==> src/rtl/seq_divider.sv <==
// Multi-cycle restoring divider: DW-bit dividend / VW-bit divisor, one quotient bit per clock.
// Optional macro DIV_ZERO_DETECT_EN: short-circuit a zero divisor straight to DONE and raise dz.
module seq_divider #(
   parameter int DW = 8,
   parameter int VW = 4
) (
   input  logic          clk,
   input  logic          rst,
   input  logic          start,
   input  logic [DW-1:0] dividend,
   input  logic [VW-1:0] divisor,
   output logic          busy,
   output logic          done,
   output logic [DW-1:0] quotient,
   output logic [VW-1:0] remainder,
   output logic          dz
);

   localparam int CW = (DW > 1) ? $clog2(DW) : 1;
   localparam logic [CW-1:0] LAST_CNT = CW'(DW - 1);

   typedef enum logic [1:0] {
      IDLE = 2'd0,
      RUN  = 2'd1,
      DONE = 2'd2
   } state_t;

   state_t        state_q;
   logic [DW-1:0] q_q, q_d;
   logic [VW:0]   r_q, r_d;
   logic [VW-1:0] d_q;
   logic [CW-1:0] cnt_q;
   logic [VW:0]   t;
   logic [DW-1:0] quotient_q;
   logic [VW-1:0] remainder_q;
   logic          busy_q, done_q;

   // One restoring step: shift the next dividend bit into the partial remainder and trial-subtract.
   always_comb begin
      t = {r_q[VW-1:0], q_q[DW-1]};
      if (t >= {1'b0, d_q}) begin
         r_d = t - {1'b0, d_q};
         q_d = {q_q[DW-2:0], 1'b1};
      end else begin
         r_d = t;
         q_d = {q_q[DW-2:0], 1'b0};
      end
   end

`ifdef DIV_ZERO_DETECT_EN
   logic dz_q;
   assign dz = dz_q;
`else
   assign dz = 1'b0;
`endif

   always_ff @(posedge clk or posedge rst) begin
      if (rst) begin
         state_q     <= IDLE;
         q_q         <= '0;
         r_q         <= '0;
         d_q         <= '0;
         cnt_q       <= '0;
         quotient_q  <= '0;
         remainder_q <= '0;
         busy_q      <= 1'b0;
         done_q      <= 1'b0;
`ifdef DIV_ZERO_DETECT_EN
         dz_q        <= 1'b0;
`endif
      end else begin
         case (state_q)
            IDLE, DONE: begin
               done_q <= 1'b0;
               if (start) begin
                  q_q   <= dividend;
                  d_q   <= divisor;
                  r_q   <= '0;
                  cnt_q <= '0;
`ifdef DIV_ZERO_DETECT_EN
                  if (divisor == '0) begin
                     state_q     <= DONE;
                     busy_q      <= 1'b0;
                     done_q      <= 1'b1;
                     quotient_q  <= '1;
                     remainder_q <= dividend[VW-1:0];
                     dz_q        <= 1'b1;
                  end else begin
                     state_q <= RUN;
                     busy_q  <= 1'b1;
                  end
`else
                  state_q <= RUN;
                  busy_q  <= 1'b1;
`endif
               end else begin
                  state_q <= IDLE;
               end
            end
            RUN: begin
               q_q   <= q_d;
               r_q   <= r_d;
               cnt_q <= cnt_q + CW'(1);
               if (cnt_q == LAST_CNT) begin
                  state_q     <= DONE;
                  busy_q      <= 1'b0;
                  done_q      <= 1'b1;
                  quotient_q  <= q_d;
                  remainder_q <= r_d[VW-1:0];
`ifdef DIV_ZERO_DETECT_EN
                  dz_q        <= 1'b0;
`endif
               end
            end
            default: begin
               state_q <= IDLE;
               busy_q  <= 1'b0;
               done_q  <= 1'b0;
            end
         endcase
      end
   end

   assign busy      = busy_q;
   assign done      = done_q;
   assign quotient  = quotient_q;
   assign remainder = remainder_q;

endmodule

==> config.mk <==
export PLATFORM = sky130hd
export DESIGN_NAME = seq_divider
export DESIGN_NICKNAME = d
export VERILOG_FILES = /design/src/rtl/seq_divider.sv
export SDC_FILE = /design/constraint.sdc
export NUM_CORES = 1
export LEC_CHECK = 0
export CAP_MARGIN = 20
export CELL_PAD_IN_SITES_DETAIL_PLACEMENT = 0
export CELL_PAD_IN_SITES_GLOBAL_PLACEMENT = 1
export CORE_UTILIZATION = 40
export DETAILED_ROUTE_END_ITERATION = 10
export HOLD_SLACK_MARGIN = 0.03
export PLACE_DENSITY_LB_ADDON = 0.3
export SYNTH_ARGS = -nofsm -noshare
export SYNTH_HDL_FRONTEND = slang
export SYNTH_SLANG_ARGS = --single-unit
==> constraint.sdc <==
create_clock -name clk -period 2.2 [get_ports clk]
set_clock_uncertainty 0.1 [all_clocks]
set_input_delay 0.33 -clock clk [delete_from_list [all_inputs] [get_ports clk]]
set_output_delay 0.33 -clock clk [all_outputs]
set_load 0.01 [all_outputs]
==> results, run 1 <==
- The aggregate global-route resource usage is 0.182.
- The total of endpoints with negative setup slack in the final report is 0.
- The root buffer cell is sky130_fd_sc_hd__clkbuf_8.
- Buffers inserted during clock tree synthesis total 5.
- Entering global routing, the biggest net connects 35 pins.
- The largest single stage delay on the critical path is approximately 0.4 ns.
- The hold buffer count at cts is 0.
- Of all nets on the critical path, the largest fanout is 3.
- After floorplanning, the core was divided into 22 placement rows.
- Cell internal power was estimated by the tool at 1.99 mW.
- The net switching power is approximately 1.3 mW.
- The post-synthesis cell area is 1610 µm².
- STA classifies the critical path startpoint as a flop.
- The setup TNS after final layout is 0 ns.
- Of the total power, the share spent switching nets is 0.400.
- The startpoint identified for the worst register-to-register timing path is q_q[7].
- The average footprint of a synthesized cell is 10.8 µm².
- Counting both buffers and inverters, the worst setup path holds a total of 1.
- The vertical die dimension is 65.5 µm.
- Data on the critical path arrives at its endpoint at about 1.9 ns.
- In the final layout, the share of cells above drive strength 1 is 0.164.
- Counting I/O delays and the setup requirement, the final critical path takes 1.77 ns.
- The clock transition at the register clock pins on the worst setup and hold paths after CTS is 0.07 ns.
- The overall via count from detail_route is 1186.
- The register bit count reported by yosys is 34.
- The required time reported for the critical path endpoint is 2.29 ns.
- At the end of the flow, the number of nets in the layout was roughly 200.
- In the routed design, unresolved DRC markers number 0.
- Among all stages on the critical path, the largest delay is contributed by sky130_fd_sc_hd__fa_1.
- The number of nets handed over by synthesis was around 170.
- The post-detailed-route wirelength per cell is 13.9 µm.
- The number of inserted diodes is 0.
- After routing the design area is 2040 µm².
- For the worst-skew pair, the clock arrives at the later sink with an insertion delay of around 0.28 ns.
- The total of max-cap violations is 0.
- The proportion of power drawn by the clock network is 0.143.
- The last weighted congestion value of the routability-driven placer is 0.749.
- Of the synthesized area, sequential elements account for 0.528.
- The critical path depth is 6.
- The final HPWL from detailed placement is 2.33 mm.
- Counting every sink on the clock net gives 34.
- In this run the power density over the cells is 1630 nW/µm².
- The initial core utilization is 0.428.
- The cell count after synthesis is 149.
- Of the total power, combinational logic draws 0.512.
- The DRC marker count from the first detailed-route iteration is 68.
- Setup repair after global routing left no endpoint under its margin.
- The worst setup path is of the flop to flop kind.
- The number of antenna violations at the first check in global routing is 0.
- The antenna violation net count after detailed routing is 0.
- The first-pass iteration count of the detailed router is 4.
- For this run the aggregate overflow at the end of global routing stands at 0.
- Broken down by cell family, the worst path's largest delay share belongs to adder cells.
- For this design the top-level I/O count stands at 30.
- The number of buffers inserted by post-CTS setup repair is 0.
- The tightest min-delay check is of the input pin to asynchronous set/reset pin type.
- The signed area change from the synthesized netlist to the final layout is 26.5%.
- The signal on the critical path passes through inv_1 -> ha_1 -> fa_1 -> xor2_1 -> and3_1 -> o31ai_1.
- The element type at the critical path end is a flop.
- The via count of the first global-routing pass is between 1000 and 1500.
- Counting distinct cell types in the post-synthesis netlist gives 33.
- For this design the static power due to leakage is 0.911 nW.
- The final-report hold violation count was 0.
- The number of input and output port buffers inserted is 28.
- The region available for standard cell placement spans 3770 µm².
- The floorplan step set the die width to 65.5 µm.
- The post-cts resize count is 0.
- Measured in cells, the most critical reg-to-reg path has a length of 6.
- The number of max-slew violations in the final report is 0.
- The flow ran to the end, and the final reports show no timing, DRC or antenna violations.
- The number of warnings reported in the yosys synthesis log is 0.
- The area of placed instances is around 1900 µm².
- After detailed routing, the number of vias per cell comes to 5.13.
- IR analysis of the VDD net gives a maximum drop of 0.621 mV.
- The upper clock frequency limit is 564 MHz.
- The part of the cycle the worst path needs is 0.806.
- TritonCTS built the clock tree.
- Wires add up to approximately 3.2 mm.
- The floorplan step defined a die boundary enclosing around 4300 µm².
- The clock passes through at most 2 buffers.
- The critical path starts at q_q[7].
- The H-tree generated during clock tree synthesis spans 2 levels.
- The first-pass GRT wire length is 5.71 mm.
- The relative contribution of sequential cells to total power is 0.345.
## cell usage after synthesis (all sizes together)
master,instances,share of area
dfrtp,34,0.53
nand2,22,0.056
buf,5,0.021
xor2,1,0.0054
a22oi,1,0.0047
nor2,17,0.046
o32ai,1,0.010
clkbuf,1,0.0031
and3,3,0.012
a31oi,1,0.0039
nor3,1,0.0031
a22o,2,0.011
conb,1,0.0023
o21ai,9,0.035
inv,9,0.021
nor2b,2,0.0078
o22ai,6,0.023
a21o,2,0.0093
nand2b,3,0.012
mux2,7,0.049
ha,6,0.047
o31ai,7,0.045
and2b,1,0.0054
fa,1,0.012
o211ai,1,0.013
a21oi,5,0.016
## power groups by stage
stage / clock network (mW) / logic, mW / registers, mW
2_1_floorplan: 0 / 1.15 / 1.16
3_3_place_gp: 0 / 1.66 / 1.14
3_5_place_dp: 0 / 1.70 / 1.16
4_1_cts: 0.496 / 1.71 / 1.15
5_1_grt: 0.515 / 1.89 / 1.19
6_report: 0.475 / 1.70 / 1.14
## layout make-up
class | count | area, µm²
fillers | 318 | 1730
flip-flops and latches | 34 | 851
multi-input cells | 100 | 689
repair buffers | 32 | 310
clock buffers | 6 | 82.6
well taps | 48 | 60.1
inverters | 9 | 33.8
clock inverters | 2 | 12.5
## state kept, by name, indices dropped and copies added (netlist names)
| signal | count |
|---|---|
| cnt_q | 3 |
| q_q | 8 |
| remainder | 4 |
| state_q | 1 |
| done | 1 |
| quotient | 8 |
| d_q | 4 |
| r_q | 4 |
| busy | 1 |
## layout by cell type (no fill, tap or decap), types with 3 or more instances in the layout
cell,count
sky130_fd_sc_hd__nand2_1,21
sky130_fd_sc_hd__o21ai_0,8
sky130_fd_sc_hd__mux2_2,7
sky130_fd_sc_hd__and3_1,3
sky130_fd_sc_hd__o22ai_1,6
sky130_fd_sc_hd__nand2b_1,3
sky130_fd_sc_hd__clkdlybuf4s50_1,28
sky130_fd_sc_hd__clkbuf_8,6
sky130_fd_sc_hd__buf_4,4
sky130_fd_sc_hd__o31ai_2,4
sky130_fd_sc_hd__a21oi_1,5
sky130_fd_sc_hd__ha_1,6
sky130_fd_sc_hd__nor2_1,15
sky130_fd_sc_hd__dfrtp_1,34
sky130_fd_sc_hd__o31ai_1,3
sky130_fd_sc_hd__inv_1,9
## per-stage QoR
stage / setup slack [ns] / power [mW] / hold slack [ns] / utilization / std cells
floorplan: 0.533 / 2.32 / 0.335 / - / 149
global placement: 0.481 / 2.80 / 0.358 / 0.516 / 223
detailed placement: 0.441 / 2.86 / 0.378 / 0.516 / 223
CTS: 0.428 / 3.35 / 0.340 / 0.541 / 231
global route: 0.318 / 3.59 / 0.375 / 0.541 / 231
finish: 0.426 / 3.32 / 0.327 / 0.541 / 231
## path summary, 6_finish.rpt
check	end	slack (ns)
max reg2reg	r_q[2]	0.43
min	cnt_q[2]	0.33
max	r_q[2]	0.43
min in group clk	d_q[0]	0.39
max in group asynchronous	q_q[6]	1.36
min reg2reg	d_q[0]	0.39
## kinds of logic after synthesis
kind of cell | after synthesis | share of synthesized area
xor gates and xnor gates | 1 | 0.00543
AOI/OAI and AO/OA | 35 | 0.171
muxes | 7 | 0.0489
DFF | 34 | 0.528
and+or+nand+nor | 49 | 0.141
other | 1 | 0.00233
buffers and inverters | 15 | 0.0450
adders and majority gates | 7 | 0.0590
## tightest hold or removal path, stage by stage
cell	delay, ns
sky130_fd_sc_hd__clkdlybuf4s50_1	0.39
sky130_fd_sc_hd__inv_1	0.05
sky130_fd_sc_hd__buf_4	0.37
## metal layers
metal / wire (µm) / vias up / track usage
li1: - / 573 / -
met1: 1410 / 583 / 0.213
met2: 1590 / 23 / 0.294
met3: 129 / 7 / 0.0625
met4: 72 / 0 / 0.0924
met5: 0 / - / 0
Note: power is estimated with default switching activity, not from simulation.
==> run 2, diff against run 1 <==
--- a/config.mk
+++ b/config.mk
@@ -8,7 +8,7 @@
 export CAP_MARGIN = 20
 export CELL_PAD_IN_SITES_DETAIL_PLACEMENT = 0
 export CELL_PAD_IN_SITES_GLOBAL_PLACEMENT = 1
-export CORE_UTILIZATION = 40
+export CORE_UTILIZATION = 36
 export DETAILED_ROUTE_END_ITERATION = 10
 export HOLD_SLACK_MARGIN = 0.03
 export PLACE_DENSITY_LB_ADDON = 0.3
==> constraint.sdc (replaced) <==
create_clock -name clk -period 1.48 [get_ports clk]
set_clock_uncertainty 0.1 [all_clocks]
set_input_delay 0.222 -clock clk [delete_from_list [all_inputs] [get_ports clk]]
set_output_delay 0.222 -clock clk [all_outputs]
set_load 0.01 [all_outputs]
==> run 2 against run 1 <==
  * The run now ends with negative setup slack left
  * Utilization grew 6.3 points
  * Critical endpoint unchanged
  * Combinational power grew 130%
  * Sequential share of layout area shrank 7.7 points
  * Register-to-register slack lost 0.71 ns
  * Die area grew 11%
  * Critical path type unchanged
  * Largest power group unchanged
  * Power grew 93%
  * Clock power grew 51%
  * Maximum frequency grew 0.63%
  * Largest cell class is now multi-input gates
  * Via count grew 13%
==> results, run 2 (synthesized netlist as in run 1, its figures left out) <==
- The initial core utilization is 0.389.
- Traced cell by cell, the critical path runs through ha_4 -> inv_2 -> o211ai_4 -> buf_4 -> a21oi_1 -> o31ai_1.
- The number of buffers created by CTS is 5.
- The hold buffer count at cts is 0.
- The number of antenna violations at the first check in global routing is 0.
- In this run the remaining antenna-violating nets after routing total 0.
- The first detailed-routing pass took 4 iterations.
- The total of max-cap violations is 0.
- The stage delay of the slowest cell on the critical path is approximately 0.43 ns.
- The number of cell instances on the worst register-to-register path is 6.
- The first-pass GRT wire length is 6.64 mm.
- Dividing total power by cell area gives a power density of 2560 nW/µm².
- Global routing finished with a remaining overflow of 0.
- Summing internal, switching and leakage power gives around 6.4 mW.
- The number of max-slew violations in the final report is 0.
- The HPWL after detailed placement is 2.69 mm.
- The final reports fail on negative setup slack.
- The min-delay analysis places its worst path in the category input pin to asynchronous set/reset pin.
- The total area inside the core boundary comes to 4140 µm².
- The overall routed net length is 4.07 mm.
- Derived from the worst setup path, the maximum achievable clock frequency is 567 MHz.
- The minimum period implied by the final worst setup slack is 1.76 ns.
- Once layout is done, the placed cells without fillers occupy approximately 2500 µm².
- The worst setup timing slack at the placement stage is -0.196 ns.
- The final worst-path setup slack is -0.283 ns.
- The floorplan step defined a die boundary enclosing 4750 µm².
- The signed area change from the synthesized netlist to the final layout is 55.1%.
- Summing all placed instances gives a cell area of between 2000 and 2500 µm².
- STA classifies the critical path startpoint as a flop.
- The library cells used most frequently in the layout, excluding fill and tap cells, are sky130_fd_sc_hd__dfrtp_1 (34), sky130_fd_sc_hd__buf_4 (28), sky130_fd_sc_hd__nand2_1 (19), sky130_fd_sc_hd__clkdlybuf4s50_1 (14), sky130_fd_sc_hd__dlygate4sd2_1 (14).
- In the finished design, the share of the clock period the worst path needs comes to 1.19.
- Of the cells placed in the final design, the portion with a size suffix greater than 1 is 0.407.
- The number of inserted diodes is 0.
- The number of buffers and inverters on the critical path is 2.
- The pin count of the biggest net entering global routing is 35.
- In this run the clock root is driven by a sky130_fd_sc_hd__clkbuf_8.
- From left edge to right edge, the die measures 68.9 µm.
- The ratio of routed vias to standard cells is 5.02.
- Setup repair after global routing could not meet its margin everywhere.
- The detailed router finished its first iteration with 37 violations.
- Summing over every cut layer, the via total after detailed routing is 1336.
- The net count of the finished layout is 237.
- The library cell used most frequently in the layout, excluding fill and tap cells, is sky130_fd_sc_hd__dfrtp_1.
- The aggregate global-route resource usage is 0.200.
- STA classifies the critical path endpoint as a flop.
- The critical register-to-register path endpoint is r_q[2].
- The via count of the first global-routing pass is 1438.
- In the final routed layout, each cell accounts on average for around 15 µm.
- Hold is met by 0.180 ns.
- Setup total negative slack on the finished layout was measured at -1.73 ns.
- After detailed placement, the design holds a cell count of 245.
- VDD sags by at most roughly 1.1 mV.
- The class of the most critical setup path is flop to flop.
- The cell type group with the largest total delay on the critical path is compound AO/OA/AOI/OAI gates.
- For flop-to-flop paths, the worst setup slack is -0.28 ns.
- In this run the vertical extent of the chip is approximately 70 µm.
- Setup violations remaining at the end of the flow were counted as 15.
- In this run the count of I/O pins placed on the die edge is 30.
- The critical path arrival is between 1.5 and 2 ns.
- The static leakage is 1.14 nW.
- The DRC violations left is 0.
- Clock-pin slew was measured on the worst setup and hold paths at ~0.07 ns.
- The clock insertion delay at the later pin of the skew report is 0.29 ns.
- The last weighted congestion value of the routability-driven placer is 0.813.
- Measured on the finished design, the core utilization comes to 0.604.
- The count of cells in the finished layout, fillers not included, comes to 266.
- At the worst endpoint, the required time is 1.57 ns.
- The final-report hold violation count is 0.
- The number of levels the H-tree was split into is 2.
- Clock tree synthesis found a total of 34 sinks.
- The standard-cell row count is 23.
- In this run the deepest clock path goes through 2 buffers.
- The TritonCTS clock tree is done.
- Along the worst path, the maximum fanout reaches 5.
- The number of input and output port buffers inserted is 28.
- The cell with the biggest individual delay on the critical path is sky130_fd_sc_hd__dfrtp_1.
- The flow ran to the end, but the final reports show violations.
- The startpoint of the most critical register-to-register path is r_q[0].
run 2: routing by layer:
| layer | wire (µm) | track usage |
|---|---|---|
| met5 | 0 | 0 |
| met4 | 170 | 0.105 |
| met3 | 164 | 0.0641 |
| met2 | 2190 | 0.341 |
| met1 | 1540 | 0.221 |
run 2: worst min-delay path, delay by kind of cell:
family	cells	cell delay, ns
buf+inv	3	0.70
run 2: worst max-delay path by stage:
stage                      start     end  cells past startpoint
final                     r_q[0]  r_q[2]                      6
after CTS                 d_q[0]  r_q[2]                      5
after global routing      r_q[0]  r_q[2]                      6
after floorplan           q_q[7]  r_q[2]                      6
after detailed placement  r_q[1]  r_q[0]                      5
after global placement    d_q[0]  r_q[2]                      5
run 2: timing repair:
| item | in CTS | in global routing |
|---|---|---|
| gates resized for setup | 42 | 19 |
| pin swaps | 8 | 10 |
| endpoints found under the hold margin | 0 | 0 |
| buffers inserted | 7 | 6 |
| gates cloned | 0 | 0 |
| endpoints found under the setup margin | 31 | 23 |
run 2: power by group:
part / internal [mW] / switching (mW)
Clock: 0.374 / 0.344
Sequential: 1.40 / 0.325
Combinational: 2.07 / 1.89
run 2: area by class of cell:
cell class,count,area [µm²]
Timing Repair Buffer,65,583
Fill cell,360,1640
Inverter,9,33.8
Tap cell,50,62.6
Clock inverter,2,12.5
Sequential cell,34,851
Clock buffer,6,82.6
Multi-Input combinational cell,100,876
==> run 3, diff against run 2 <==
--- a/config.mk
+++ b/config.mk
@@ -5,10 +5,11 @@
 export SDC_FILE = /design/constraint.sdc
 export NUM_CORES = 1
 export LEC_CHECK = 0
+export ABC_AREA = 1
 export CAP_MARGIN = 20
 export CELL_PAD_IN_SITES_DETAIL_PLACEMENT = 0
 export CELL_PAD_IN_SITES_GLOBAL_PLACEMENT = 1
-export CORE_UTILIZATION = 36
+export CORE_UTILIZATION = 35
 export DETAILED_ROUTE_END_ITERATION = 10
 export HOLD_SLACK_MARGIN = 0.03
 export PLACE_DENSITY_LB_ADDON = 0.3
==> run 3 against run 2 <==
  * The run ends with design-rule violations, negative setup slack left
  * Utilization down 7.3 points
  * Sequential power is 4% lower
  * Cell area shrank 5.1%
  * Routed wire length shrank 9.5%
  * Synthesized cell count increased by 17%
  * Register-to-register slack improved by 0.18 ns
  * Sequential cell count unchanged
  * Area after synthesis up 3.2%
==> results, run 3 <==
- Summed over all layers, the routed wires come to 3.68 mm.
- The final cell area excluding filler cells is 2370 µm².
- The flip-flop and latch area is ~850 µm².
- The stage delay of the slowest cell on the critical path is 0.44 ns.
- Summed over all nets, the half-perimeter wirelength after detailed placement is 2.52 mm.
- The placeable core area is between 4000 and 5000 µm².
- The final-report hold violation count is 0.
- Together, buffers and inverters on the worst path number 1.
- The required time reported for the critical path endpoint is 1.55 ns.
- The power per cell area is 2540 nW/µm².
- The number of buffers created by CTS is 5.
- The standard-cell row count is 24.
- The first routing iteration left 66 violations.
- The TritonCTS clock tree is done.
- The clock insertion delay at the later pin of the skew report is 0.28 ns.
- The final reports fail on design-rule violations, negative setup slack.
- The DRC violations left is 4.
- For this run, asynchronously set or reset flops after synthesis account for 1.00.
- The synthesized net count is 197.
- The most common cell in the netlist is sky130_fd_sc_hd__nand2_1.
- Setup violations remaining at the end of the flow were counted as 10.
- The die is 71.0 µm tall.
- In this run the cell area of the synthesized design comes to between 1500 and 2000 µm².
- The number of max-slew violations in the final report is 0.
- The TritonCTS sink count is 34.
- After layout, the design draws a total of 6.04 mW.
- The tightest min-delay check is of the input pin to asynchronous set/reset pin type.
- Data on the critical path arrives at its endpoint at ~1.7 ns.
- The first-pass GRT wire length is around 5.9 mm.
- Broken down by cell family, the worst path's largest delay share belongs to simple AND/OR/NAND/NOR gates.
- Dividing the final minimum period by the clock period gives 1.07.
- In this run, post-CTS hold repair placed 0 buffers.
- In the routed layout, each cell is associated on average with a via count of 4.71.
- The final worst-path setup slack is -0.107 ns.
- The filler cells instantiated in the layout total 420.
- The top-level port count is 30.
- CTS built an H-tree with a depth of 2.
- Across all layers, the routed design uses 1318 vias.
- met2 is the most crowded layer.
- The first-pass iteration count of the detailed router is 9.
- The pin count of the biggest net entering global routing is 35.
- Relative to the synthesized area, the layout overhead comes to 42.6%.
- The worst setup path is launched from a flop.
- The synthesized design contains 34 register bits.
- The register area share after synthesis is 0.511.
- The worst-case vdd ir drop is between 0.9 and 1 mV.
- The met2 track demand over resource in global routing is 0.260.
- The upper clock frequency limit is about 630 MHz.
- In this run the static leakage power is 1.19 nW.
- The tool flagged a number of max-cap violations equal to 0.
- The class of the most critical setup path is flop to flop.
- The die covers 5030 µm².
- Of the post-synthesis cell area, the dominant cell type holds 0.511.
- Once layout is complete, the utilization of the core stands at 0.530.
- Counting I/O delays and the setup requirement, the final critical path takes 1.59 ns.
- Along the worst path, the maximum fanout reaches 6.
- The detail route stage leaves a number of antenna-violating nets equal to 0.
- Yosys attributes the largest share of cell area to sky130_fd_sc_hd__dfrtp_1 (51%), sky130_fd_sc_hd__nand2_1 (12%), sky130_fd_sc_hd__inv_1 (4.7%).
- The via count of the first global-routing pass is 1314.
- Of the cells placed in the final design, the portion with a size suffix greater than 1 is 0.346.
- The average footprint of a synthesized cell is between 9 and 10 µm².
- The met3 routing resource usage after global routing is 0.0299.
- The number of antenna violations at the first check in global routing is 0.
- The count of cell types in the netlist is 25.
- For this design, the slowest cell found on the critical path is sky130_fd_sc_hd__dfrtp_1.
- The initial core utilization is 0.372.
- The most repeated library cell on the critical path is sky130_fd_sc_hd__nand2_2.
- For met1 alone, demand over resource in global routing was 0.187.
- The clock tree buffer depth is 2.
- The post-detailed-route wirelength per cell is around 13 µm.
- The element type at the critical path end is a flop.
- Of all cell types, the one taking the most synthesized area is sky130_fd_sc_hd__dfrtp_1.
- Counting flops with a built-in enable in the synthesized netlist gives 0.
- The final layout contains approximately 250 nets.
- The remaining global-route overflow is 0.
- The library cells used most frequently in the layout, excluding fill and tap cells, are sky130_fd_sc_hd__nand2_1 (38), sky130_fd_sc_hd__dfrtp_1 (34), sky130_fd_sc_hd__buf_4 (18), sky130_fd_sc_hd__nand2_2 (16), sky130_fd_sc_hd__inv_1 (15).
- Setup repair after global routing could not meet its margin everywhere.
- After technology mapping, the gate count stands at around 180.
- From left edge to right edge, the die measures approximately 71 µm.
- Clock-pin slew was measured on the worst setup and hold paths at roughly 0.07 ns.
- Yosys printed 0 warnings.
- The flow ran to the end, but the final reports show violations.
- The last weighted congestion value of the routability-driven placer is 0.823.
- The library cell used most frequently in the layout, excluding fill and tap cells, is sky130_fd_sc_hd__nand2_1.
- Traced cell by cell, the critical path runs through ha_4 -> nand2_2 -> inv_2 -> nand2_2 -> nand2_2 -> nand2_4 -> nand2_4 -> nand2_2 -> nand3_2 -> nand2_2.
- The number of inserted diodes is 0.
- The root buffer cell chosen for the clock tree is sky130_fd_sc_hd__clkbuf_8.
- The multi-input combinational cells in the finished layout cover a total of 791 µm².
- The area of placed instances is 2110 µm².
- After synthesis, the most frequently instantiated cells are sky130_fd_sc_hd__nand2_1 (51), sky130_fd_sc_hd__dfrtp_1 (34), sky130_fd_sc_hd__inv_1 (21).
- The tightest hold path in the finished design has a slack of 0.183 ns.
- For this run, the leading register cell type out of synthesis is sky130_fd_sc_hd__dfrtp_1.
- The number of input and output port buffers inserted is 28.
- The aggregate global-route resource usage is 0.155.
-- run 3: changes by cell type in the layout (fill, tap and decap cells not counted), sizes merged, moves of 5 or more --
cell and change:
buf -16, nand2 +36, mux2 -7, inv +15, nor2 -7, a221oi +6
nand3 +11, o22ai -5, o31ai -7
-- run 3: layout make-up --
class / count / area share
tap: 52 / 0.0274
multi-input combinational: 112 / 0.333
inverter: 24 / 0.0390
sequential: 34 / 0.358
timing repair buffer: 50 / 0.203
clock buffer: 7 / 0.0364
clock inverter: 1 / 0.00211
-- run 3: worst min-delay path: cells and delay by family --
kind,cells,cell delay [ns]
buffers and inverters,3,0.71
-- run 3: repair_timing --
action                     4_1_cts  5_1_grt
cloned                           0        1
setup endpoints to repair       30       17
gates resized for setup         15       32
pin swaps                        1       15
buffers inserted                 0        7
-- run 3: cells by family after synthesis --
family                     after synthesis  synth area share
DFF                                     34             0.511
xor gates and xnor gates                 1           0.00526
AOI/OAI and AO/OA                       23             0.118
other                                    1           0.00225
adders and majority gates                7            0.0571
buffers and inverters                   29            0.0857
and+or+nand+nor                         80             0.220
-- run 3: where the power goes --
group / switching [mW] / internal [mW] / leakage [nW]
logic: 1.95 / 1.72 / 0.737
registers: 0.263 / 1.40 / 0.408
clock network: 0.330 / 0.375 / 0.0482
total: 2.55 / 3.49 / 1.19
-- run 3: path summary, 6_finish.rpt --
path	start	to	depth (start not counted)	slack, ns
worst max-delay path	r_q[0]	remainder[1]	10	-0.11
worst min-delay path	rst	r_q[1]	3	0.18
worst max register to register	r_q[0]	remainder[1]	10	-0.11
worst min register to register	busy	busy	2	0.37
max in group asynchronous	rst	q_q[7]	3	0.92
min in group clk	busy	busy	2	0.37
-- run 3: per-stage QoR --
stage	setup TNS, ns	setup slack [ns]	cells
2_1_floorplan	0	0.00697	175
3_3_place_gp	-0.342	-0.0615	264
3_5_place_dp	-0.489	-0.0794	264
4_1_cts	-0.606	-0.0899	272
5_1_grt	-1.58	-0.187	280
6_report	-0.710	-0.107	280
-- run 3: layer usage --
| metal | routed length, µm | share of wire |
|---|---|---|
| met1 | 1650 | 0.45 |
| met2 | 1850 | 0.50 |
| met3 | 118 | 0.032 |
| met4 | 62 | 0.017 |
| met5 | 0 | 0 |
